**config.mk**
```make
export PLATFORM = sky130hd
export DESIGN_NAME = uart_rx_decoder
export DESIGN_NICKNAME = d
export VERILOG_FILES = /design/src/rtl/uart_rx_pkg.sv /design/src/rtl/uart_rx_fifo.sv /design/src/rtl/uart_rx_decoder.sv
export SDC_FILE = /design/constraint.sdc
export NUM_CORES = 1
export LEC_CHECK = 0
export CAP_MARGIN = 20
export CORE_UTILIZATION = 55
export DETAILED_ROUTE_END_ITERATION = 7
export HOLD_SLACK_MARGIN = 0.02
export PLACE_DENSITY = 0.82
export SLEW_MARGIN = 20
export SYNTH_ARGS = -nofsm -noshare
export SYNTH_HDL_FRONTEND = slang
export SYNTH_SLANG_ARGS = --single-unit
export TNS_END_PERCENT = 5
```
**constraint.sdc**
```tcl
create_clock -name io_clock -period 4.8 [get_ports io_clock]
set_input_delay 0.72 -clock io_clock [delete_from_list [all_inputs] [get_ports io_clock]]
set_output_delay 0.72 -clock io_clock [all_outputs]
set_load 0.01 [all_outputs]
```
**src/rtl/uart_rx_pkg.sv**
```systemverilog
// Shared types for the UART receive decoder: receiver FSM states and the
// decoded-byte FIFO entry.
package uart_rx_pkg;

    typedef enum logic [1:0] {
        IDLE,
        START,
        DATA,
        STOP
    } rx_state_t;

    typedef struct packed {
        logic       frameError;
        logic [7:0] data;
    } rx_entry_t;

endpackage

```
**src/rtl/uart_rx_fifo.sv**
```systemverilog
// Small synchronous FIFO of decoded UART entries. A push into a full FIFO is
// accepted when a pop happens in the same cycle.
module uart_rx_fifo
    import uart_rx_pkg::*;
#(
    parameter int unsigned Depth = 4
) (
    input  logic                     clk_i,
    input  logic                     rst_ni,
    input  logic                     push_i,
    input  rx_entry_t                wdata_i,
    input  logic                     pop_i,
    output rx_entry_t                rdata_o,
    output logic                     full_o,
    output logic                     empty_o,
    output logic [$clog2(Depth):0]   count_o
);

    localparam int unsigned PtrW   = $clog2(Depth);
    localparam int unsigned CountW = PtrW + 1;

    rx_entry_t         mem_q [Depth];
    rx_entry_t         mem_d [Depth];
    logic [PtrW-1:0]   wr_ptr_q, wr_ptr_d;
    logic [PtrW-1:0]   rd_ptr_q, rd_ptr_d;
    logic [CountW-1:0] count_q, count_d;
    logic              do_push, do_pop;

    assign full_o  = (count_q == CountW'(Depth));
    assign empty_o = (count_q == '0);
    assign count_o = count_q;
    assign rdata_o = mem_q[rd_ptr_q];

    assign do_pop  = pop_i && !empty_o;
    assign do_push = push_i && (!full_o || do_pop);

    always_comb begin
        mem_d    = mem_q;
        wr_ptr_d = wr_ptr_q;
        rd_ptr_d = rd_ptr_q;
        count_d  = count_q;
        if (do_push) begin
            mem_d[wr_ptr_q] = wdata_i;
            wr_ptr_d        = wr_ptr_q + PtrW'(1);
        end
        if (do_pop) begin
            rd_ptr_d = rd_ptr_q + PtrW'(1);
        end
        if (do_push && !do_pop) begin
            count_d = count_q + CountW'(1);
        end else if (!do_push && do_pop) begin
            count_d = count_q - CountW'(1);
        end
    end

    // Storage is reset so the head reads as zero out of reset.
    always_ff @(posedge clk_i or negedge rst_ni) begin
        if (!rst_ni) begin
            for (int i = 0; i < int'(Depth); i++) begin
                mem_q[i] <= '0;
            end
            wr_ptr_q <= '0;
            rd_ptr_q <= '0;
            count_q  <= '0;
        end else begin
            mem_q    <= mem_d;
            wr_ptr_q <= wr_ptr_d;
            rd_ptr_q <= rd_ptr_d;
            count_q  <= count_d;
        end
    end

endmodule

```
**src/rtl/uart_rx_decoder.sv**
```systemverilog
// 8N1 UART receiver: synchronises the line, validates start bits, samples
// mid-bit and queues decoded bytes behind a valid/ready stream.
module uart_rx_decoder
    import uart_rx_pkg::*;
#(
    parameter int unsigned CLKS_PER_BIT = 868,
    parameter int unsigned FIFO_DEPTH   = 4
) (
    input  logic       io_clock,
    input  logic       io_reset,
    input  logic       io_rxd,
    output logic       io_stream_valid,
    input  logic       io_stream_ready,
    output logic [7:0] io_stream_payload,
    output logic       io_stream_frameError,
    output logic       io_overflow,
    input  logic       io_clearOverflow,
    output logic       io_busy
);

    localparam int unsigned CntW = $clog2(CLKS_PER_BIT);
    localparam logic [CntW-1:0] HalfLoad = CntW'(CLKS_PER_BIT / 2 - 1);
    localparam logic [CntW-1:0] FullLoad = CntW'(CLKS_PER_BIT - 1);

    logic              sync1_q, sync2_q, rxd_prev_q;
    logic              rxd_s, rx_fall;
    rx_state_t         state_q, state_d;
    logic [CntW-1:0]   cnt_q, cnt_d;
    logic [2:0]        idx_q, idx_d;
    logic [7:0]        shift_q, shift_d;
    logic              overflow_q, overflow_d;

    logic              fifo_push, fifo_pop, fifo_full, fifo_empty;
    rx_entry_t         fifo_wdata, fifo_head;
    logic [$clog2(FIFO_DEPTH):0] fifo_count;

    assign rxd_s   = sync2_q;
    assign rx_fall = rxd_prev_q && !rxd_s;

    always_comb begin
        state_d    = state_q;
        cnt_d      = cnt_q;
        idx_d      = idx_q;
        shift_d    = shift_q;
        fifo_push  = 1'b0;
        fifo_wdata = '{frameError: ~rxd_s, data: shift_q};
        if (state_q != IDLE && cnt_q != '0) begin
            cnt_d = cnt_q - CntW'(1);
        end
        unique case (state_q)
            IDLE: begin
                if (rx_fall) begin
                    state_d = START;
                    cnt_d   = HalfLoad;
                end
            end
            START: begin
                if (cnt_q == '0) begin
                    // A high line at mid start bit is a glitch, not a frame.
                    if (rxd_s) begin
                        state_d = IDLE;
                    end else begin
                        state_d = DATA;
                        idx_d   = 3'd0;
                        cnt_d   = FullLoad;
                    end
                end
            end
            DATA: begin
                if (cnt_q == '0) begin
                    shift_d[idx_q] = rxd_s;
                    cnt_d          = FullLoad;
                    if (idx_q == 3'd7) begin
                        state_d = STOP;
                    end else begin
                        idx_d = idx_q + 3'd1;
                    end
                end
            end
            STOP: begin
                if (cnt_q == '0) begin
                    fifo_push = 1'b1;
                    state_d   = IDLE;
                end
            end
        endcase
    end

    assign fifo_pop = io_stream_valid && io_stream_ready;

    // Set wins over clear when a drop coincides with the clear request.
    always_comb begin
        overflow_d = overflow_q;
        if (io_clearOverflow) begin
            overflow_d = 1'b0;
        end
        if (fifo_push && fifo_full && !fifo_pop) begin
            overflow_d = 1'b1;
        end
    end

    always_ff @(posedge io_clock or negedge io_reset) begin
        if (!io_reset) begin
            sync1_q    <= 1'b1;
            sync2_q    <= 1'b1;
            rxd_prev_q <= 1'b1;
            state_q    <= IDLE;
            cnt_q      <= '0;
            idx_q      <= '0;
            shift_q    <= '0;
            overflow_q <= 1'b0;
        end else begin
            sync1_q    <= io_rxd;
            sync2_q    <= sync1_q;
            rxd_prev_q <= rxd_s;
            state_q    <= state_d;
            cnt_q      <= cnt_d;
            idx_q      <= idx_d;
            shift_q    <= shift_d;
            overflow_q <= overflow_d;
        end
    end

    uart_rx_fifo #(
        .Depth (FIFO_DEPTH)
    ) u_fifo (
        .clk_i   (io_clock),
        .rst_ni  (io_reset),
        .push_i  (fifo_push),
        .wdata_i (fifo_wdata),
        .pop_i   (fifo_pop),
        .rdata_o (fifo_head),
        .full_o  (fifo_full),
        .empty_o (fifo_empty),
        .count_o (fifo_count)
    );

    always_comb begin
        assert (32'(fifo_count) <= FIFO_DEPTH);
        assert (fifo_empty == (fifo_count == '0));
    end

    assign io_stream_valid      = !fifo_empty;
    assign io_stream_payload    = fifo_head.data;
    assign io_stream_frameError = fifo_head.frameError;
    assign io_overflow          = overflow_q;
    assign io_busy              = (state_q != IDLE);

endmodule

```
-- Word level (Yosys, flattened, before mapping)
Cells that the tools add are included.
- bits in latches: 0
- memory bits (writable): 0
- flip-flop bits (word level): 70
- logic and storage cells: 107
- ROM bits: 0
- memories kept: 0
- output and inout port bits: 12
- muxes and demuxes: 33
- eq/ne operators: 12
- reductions and logical operators: 29
- bitwise logic cells: 3
- div/mod/pow operators: 0
- magnitude comparators: 5
- $mul: 0
- shift operators: 0
- $add $sub $neg: 6
- operator list (kind ; number):
    10-bit 2-to-1 mux ; 5
    36-bit bitwise mux ; 1
    10-bit case mux with 3 select lines ; 1
    9-bit 2-to-1 mux ; 3
    9-bit binary-select mux with 2-bit select ; 1
    9-bit demux with 2-bit select ; 1
    3-bit 2-to-1 mux ; 6
    2-bit inequality test, second input constant ; 7
    2-bit 2-to-1 mux ; 6
    1-bit logical AND ; 11
    10-bit zero test ; 1
    5-bit AND reduction ; 2
    10-bit nonzero test ; 1
    10-bit by 1-bit subtractor with 10-bit output, second input constant ; 1
    8-bit bitwise mux ; 1
    2-bit case mux with 4 select lines ; 1
    2-bit nonzero test ; 4
    3-bit by 1-bit adder with 3-bit output, second input constant ; 2
    3-bit == test, second input constant ; 2
    3-bit >= comparator, second input constant ; 2
    1-bit zero test ; 6
    2-bit inverter with 3-bit output ; 2
    3-bit case mux with 2 select lines ; 1
    1-bit 2-to-1 mux ; 5
    13 further kinds ; 15

-- Longest topological paths before layout
- depth after elaboration: 10
- depth in mapped cells: 11
- depth with buffers taken out: 11

-- Hierarchy
A second synthesis with hierarchy kept.
- cell total of the unflattened synthesis: 259
- area, all modules: 3390.8 sq um
- by module, submodules not included (module ; cells each ; sequential area each (sq um) ; instances ; area each (sq um)):
    uart_rx_fifo ; 122 ; 1076.0 ; 1 ; 1961.9
    uart_rx_decoder ; 137 ; 679.4 ; 1 ; 1428.9

-- Least setup slack after synthesis
OpenSTA, ideal clock, no wires.
- path type: register to register
- from: register cnt_q[0]
- to: register u_fifo.count_q[2] (netlist: u_fifo.count_o[2])
- stages on the path, launching flop included: 12
- setup slack: 2.321 ns
- arrival: 2.399 ns
- data required time: 4.721 ns
- cell sequence: dfrtp_1 -> inv_1 -> ha_1 -> nor2b_1 -> nand3_1 -> nor3b_1 -> ha_1 -> inv_1 -> fa_1 -> xor2_1 -> nor2_1 -> xor2_1
- cells in the longest elaborated chain, start to end: 7
- elaborated cells between the ends (all ways): 9
- classes of those cells: mux: 3; reduce/logical: 6
- RTL lines (what ; RTL line ; text):
    from (decl) ; uart_rx_decoder.sv:28 ; logic [CntW-1:0] cnt_q, cnt_d;
    from (signal assigned) ; uart_rx_decoder.sv:117 ; cnt_q <= cnt_d;
    10-bit zero test * ; uart_rx_decoder.sv:81 ; if (cnt_q == '0) begin
    1-bit 2-to-1 mux * ; uart_rx_decoder.sv:81 ;
    1-bit 2-to-1 mux * ; uart_rx_decoder.sv:50 ; unique case (state_q)
    1-bit logical AND * ; uart_rx_fifo.sv:35 ; assign do_push = push_i && (!full_o || do_pop);
    via u_fifo.do_push ; uart_rx_fifo.sv:27 ; logic do_push, do_pop;
    1-bit zero test ; uart_rx_fifo.sv:51 ; end else if (!do_push && do_pop) begin
    1-bit logical AND ; uart_rx_fifo.sv:51 ;
    2-bit nonzero test (no line) ; n/a ;
    to (signal assigned) ; uart_rx_fifo.sv:69 ; count_q <= count_d;
    to (decl) ; uart_rx_fifo.sv:26 ; logic [CountW-1:0] count_q, count_d;
Mark *: on every way through the listed nets, which the timed path passes. The rest lies on a longest branch.
A chain may end at the register's enable or synchronous reset.

-- Worst setup path in the final report
- from: register u_fifo.rd_ptr_q[0]
- to: output port io_stream_payload[5]
- cells in the longest elaborated chain, start to end: 4
- RTL lines (what ; RTL line ; text):
    from (decl) ; uart_rx_fifo.sv:25 ; logic [PtrW-1:0] rd_ptr_q, rd_ptr_d;
    from (signal assigned) ; uart_rx_fifo.sv:68 ; rd_ptr_q <= rd_ptr_d;
    2-bit inverter with 3-bit output (implied by the code) ; uart_rx_fifo.sv:32 ; assign rdata_o = mem_q[rd_ptr_q];
    9-bit binary-select mux with 2-bit select ; uart_rx_fifo.sv:32 ;
    9-bit 2-to-1 mux (implied by the code) (2 in a row) ; uart_rx_fifo.sv:32 ;
    to (decl) ; uart_rx_decoder.sv:14 ; output logic [7:0] io_stream_payload,
No other way between the ends. The select of a mux whose other input is x is not followed.

==> flow_metrics.tcl <==
set metrics [dict create \
    peakVddDrop_mv 0.373 \
    cpPeakStageDelay_ns 0.81 \
    timing.rr.end "u_fifo.count_o[2]" \
    dpl-instance-area_um2 3530 \
    path_clk_slew_ns 0.07 \
    layout-drive-gt1-share_pct 14.5 \
    ys.flop_type "dfrtp_1" \
    p_sw_w 0.000478 \
    antenna_found_initial 0 \
    end_kind "output port" \
    port_buffers 16 \
    grt_pass1_vias 2046 \
    hpwlAfterDp_um 3890 \
    r2r_start "cnt_q[0]" \
    viasPerCell 6.01 \
    power_density_nw_per_um2 435 \
    tns_ns 0 \
    pwr-share-comb_pct 16.6 \
    yosysUniqueCellTypes 50 \
    start_util_pct 58.6 \
    die_w_um 79.6 \
    clockBufferDepth 2 \
    clock_latency_ns 0.35 \
    dpl_worst_slack_ns 1.82 \
    route.detailed.drc 0 \
    fin_hold_ws_ns 0.356 \
    cts-root-buf "clkbuf_8" \
    yosysSeqAreaShare_pct 53.1 \
    crit_type "reg -> out" \
    cts_hold_buffers 0 \
    place_congestion 0.773 \
    swShare_pct 29.1 \
    final_net_count 284 \
    placementRows 27 \
    area_growth_pct 14.3 \
    p_leak_nw 1.78 \
    p_clk_share_pct 35.4 \
    worst_slack_ns 1.80 \
    max-cap-violations 0 \
    synth-edff-count 0 \
    yosys_warnings 0 \
    syn_inst 250 \
    syn-cell-area_um2 3310 \
    start_kind "flip-flop" \
    min_delay_path_depth 0 \
    avgSynthCellArea_um2 13.2 \
    finalSetupViolCount 0 \
    core_um2 5640 \
    grt_pass1_wl_um 10400 \
    antenna_cells 0 \
    yosys.area.top_type "dfrtp_1" \
    cts_resized 0 \
    numCtsBuffers 9 \
    track_usage_pct 22.4 \
    cts_tree "done" \
    grt_max_degree 71 \
    drtAntennaViolNets 0 \
    finalCritPeriodShare_pct 62.5 \
    synthesis.nets 264 \
    ff2ff_path_depth 11 \
    r2r_setup_slack_ns 1.86 \
    io_pins 17 \
    final_core_util_pct 67.0 \
    worstHoldStart "sync1_q" \
    post-route-cell-area_um2 3780 \
    rsz0062_at_grt "no" \
    critPathMaxFanout 11 \
    finalHoldViolCount 0 \
    min_period_ns 3.00 \
    run_status "complete, no violations" \
    numClockSinks 70 \
    arrival_ns 2.28 \
    async_flop_share_pct 100 \
    dieArea_um2 6330 \
    fmaxAchievable_mhz 333 \
    drtIter0Drc 149 \
    slowest_stage "dfrtp_1" \
    synthTopCellsByArea "dfrtp_1 51%, mux2_1 14%, mux4_2 6.1%" \
    crit_required_ns 4.08 \
    fp.dieH_um 79.6 \
    ys_ff_latch 70 \
    hold_class "reg -> reg" \
    max-slew-margin-rel_pct 42.6 \
    overflow 0 \
    path_cells "mux4_2 > clkdlybuf4s50_1" \
    slew_viol_final 0 \
    sequentialPowerShare_pct 48.0 \
    worst_slew_pin_slew_ns 0.861 \
    yosysTopAreaCellShare_pct 50.7 \
    vias 2085 \
    postCtsSetupRepairBufs 0 \
    drtPass1Iterations 4 \
    skew_ns 0.00503 \
    htree_levels 3 \
    internal-power_w 0.00117 \
    avgRoutedWirePerCell_um 17.6 \
    whs_endpoint "rxd_s" \
    drt-total-wl_um 6120 \
]
-- synthesized netlist by cell type (2+ instances only) --
cell type  instances
dfrtp_1           67
mux2_1            40
inv_1             13
mux4_2             9
ha_1               8
nor2_1             8
mux2i_1            7
nand2_1            7
xnor2_1            6
a21oi_1            4
nand2_2            4
nand3_1            4
nand4_1            4
nor3_1             4
o21ai_0            4
o21ai_1            4
or3_1              4
a22o_1             3
buf_2              3
clkbuf_1           3
dfstp_2            3
nand2b_1           3
nor2b_1            3
nor3b_1            3
nor4_1             3
mux2_2             2
nor4b_1            2
or2_2              2
xor2_1             2
-- power groups by stage --
stage               clock [W]  combinational, W  sequential (W)
floorplan                   0          0.000254        0.000731
global placement            0          0.000263        0.000794
detailed placement          0          0.000272        0.000797
CTS                  0.000591          0.000273        0.000789
global route         0.000621          0.000304        0.000806
finish               0.000582          0.000273        0.000789
-- layer usage --
layer,vias to the layer above,share of wire (%),global-route usage (%)
met5,-,0,0
met4,0,1.9,8.36
met3,10,3.3,5.83
met2,38,49,34.5
met1,1065,46,30.6
li1,972,-,-
-- sequential cells by signal (all words and copies together), names as in the netlist, named ones only --
signal,count
rxd_prev_q,1
u_fifo.wr_ptr_q,2
u_fifo.mem_q,36
state_q,1
sync1_q,1
rxd_s,1
u_fifo.rd_ptr_q,2
u_fifo.count_o,3
idx_q,3
shift_q,8
io_overflow,1
cnt_q,10
-- stage by stage --
stage | cells | total power, W
after floorplan | 250 | 0.000985
after global placement | 331 | 0.00106
after detailed placement | 331 | 0.00107
after CTS | 347 | 0.00165
after global routing | 347 | 0.00173
final | 347 | 0.00164
-- cells by family after synthesis --
logic type	count (synthesis)	share of synthesized area, %
compound gates	24	4.92
xor+xnor	8	2.12
fa+ha+maj	9	3.63
buf+inv	21	2.53
flops	70	53.1
mux	58	22.5
simple gates	60	11.2
-- placed cells by master (no fill, tap or decap), types with 2 or more instances in the layout --
cell	Yosys	routed
a21oi_1	4	4
a22o_1	3	3
bufinv_16	0	3
clkbuf_8	0	10
clkdlybuf4s50_1	0	15
dfrtp_1	67	67
dfstp_2	3	3
ha_1	8	8
inv_1	13	13
mux2_1	40	40
mux2_2	2	2
mux2i_1	7	7
mux4_2	9	9
nand2_1	7	7
nand2_2	4	4
nand2b_1	3	3
nand3_1	4	4
nand4_1	4	4
nor2_1	8	8
nor2b_1	3	3
nor3_1	4	4
nor3b_1	3	3
nor4_1	3	3
o21ai_0	4	4
o21ai_1	4	4
or2_2	2	2
or3_1	4	4
xnor2_1	6	6
xor2_1	2	2
-- critical path, delay by kind of cell (launching register included) --
family | cells | cell delay, ns
buffers and inverters | 1 | 0.50
flip-flops | 1 | 0.81
multiplexers | 1 | 0.62
-- cell type report --
type	count	area [um2]
Fill cell	395	1860
Inverter	13	48.8
Clock inverter	5	106
Tap cell	72	90.1
Multi-Input combinational cell	159	1480
Clock buffer	11	141
Sequential cell	70	1760
Timing Repair Buffer	17	163
-- worst max path at each step --
stage / startpoint / to / cells past startpoint
finish: u_fifo.rd_ptr_q[0] / io_stream_payload[5] / 2
global route: cnt_q[0] / u_fifo.count_o[2] / 11
CTS: u_fifo.rd_ptr_q[0] / io_stream_payload[5] / 2
detailed placement: io_stream_ready / u_fifo.count_o[1] / 7
global placement: io_stream_ready / u_fifo.count_o[1] / 7
floorplan: cnt_q[0] / u_fifo.count_o[2] / 11
Power figures use the tool's default switching activity.
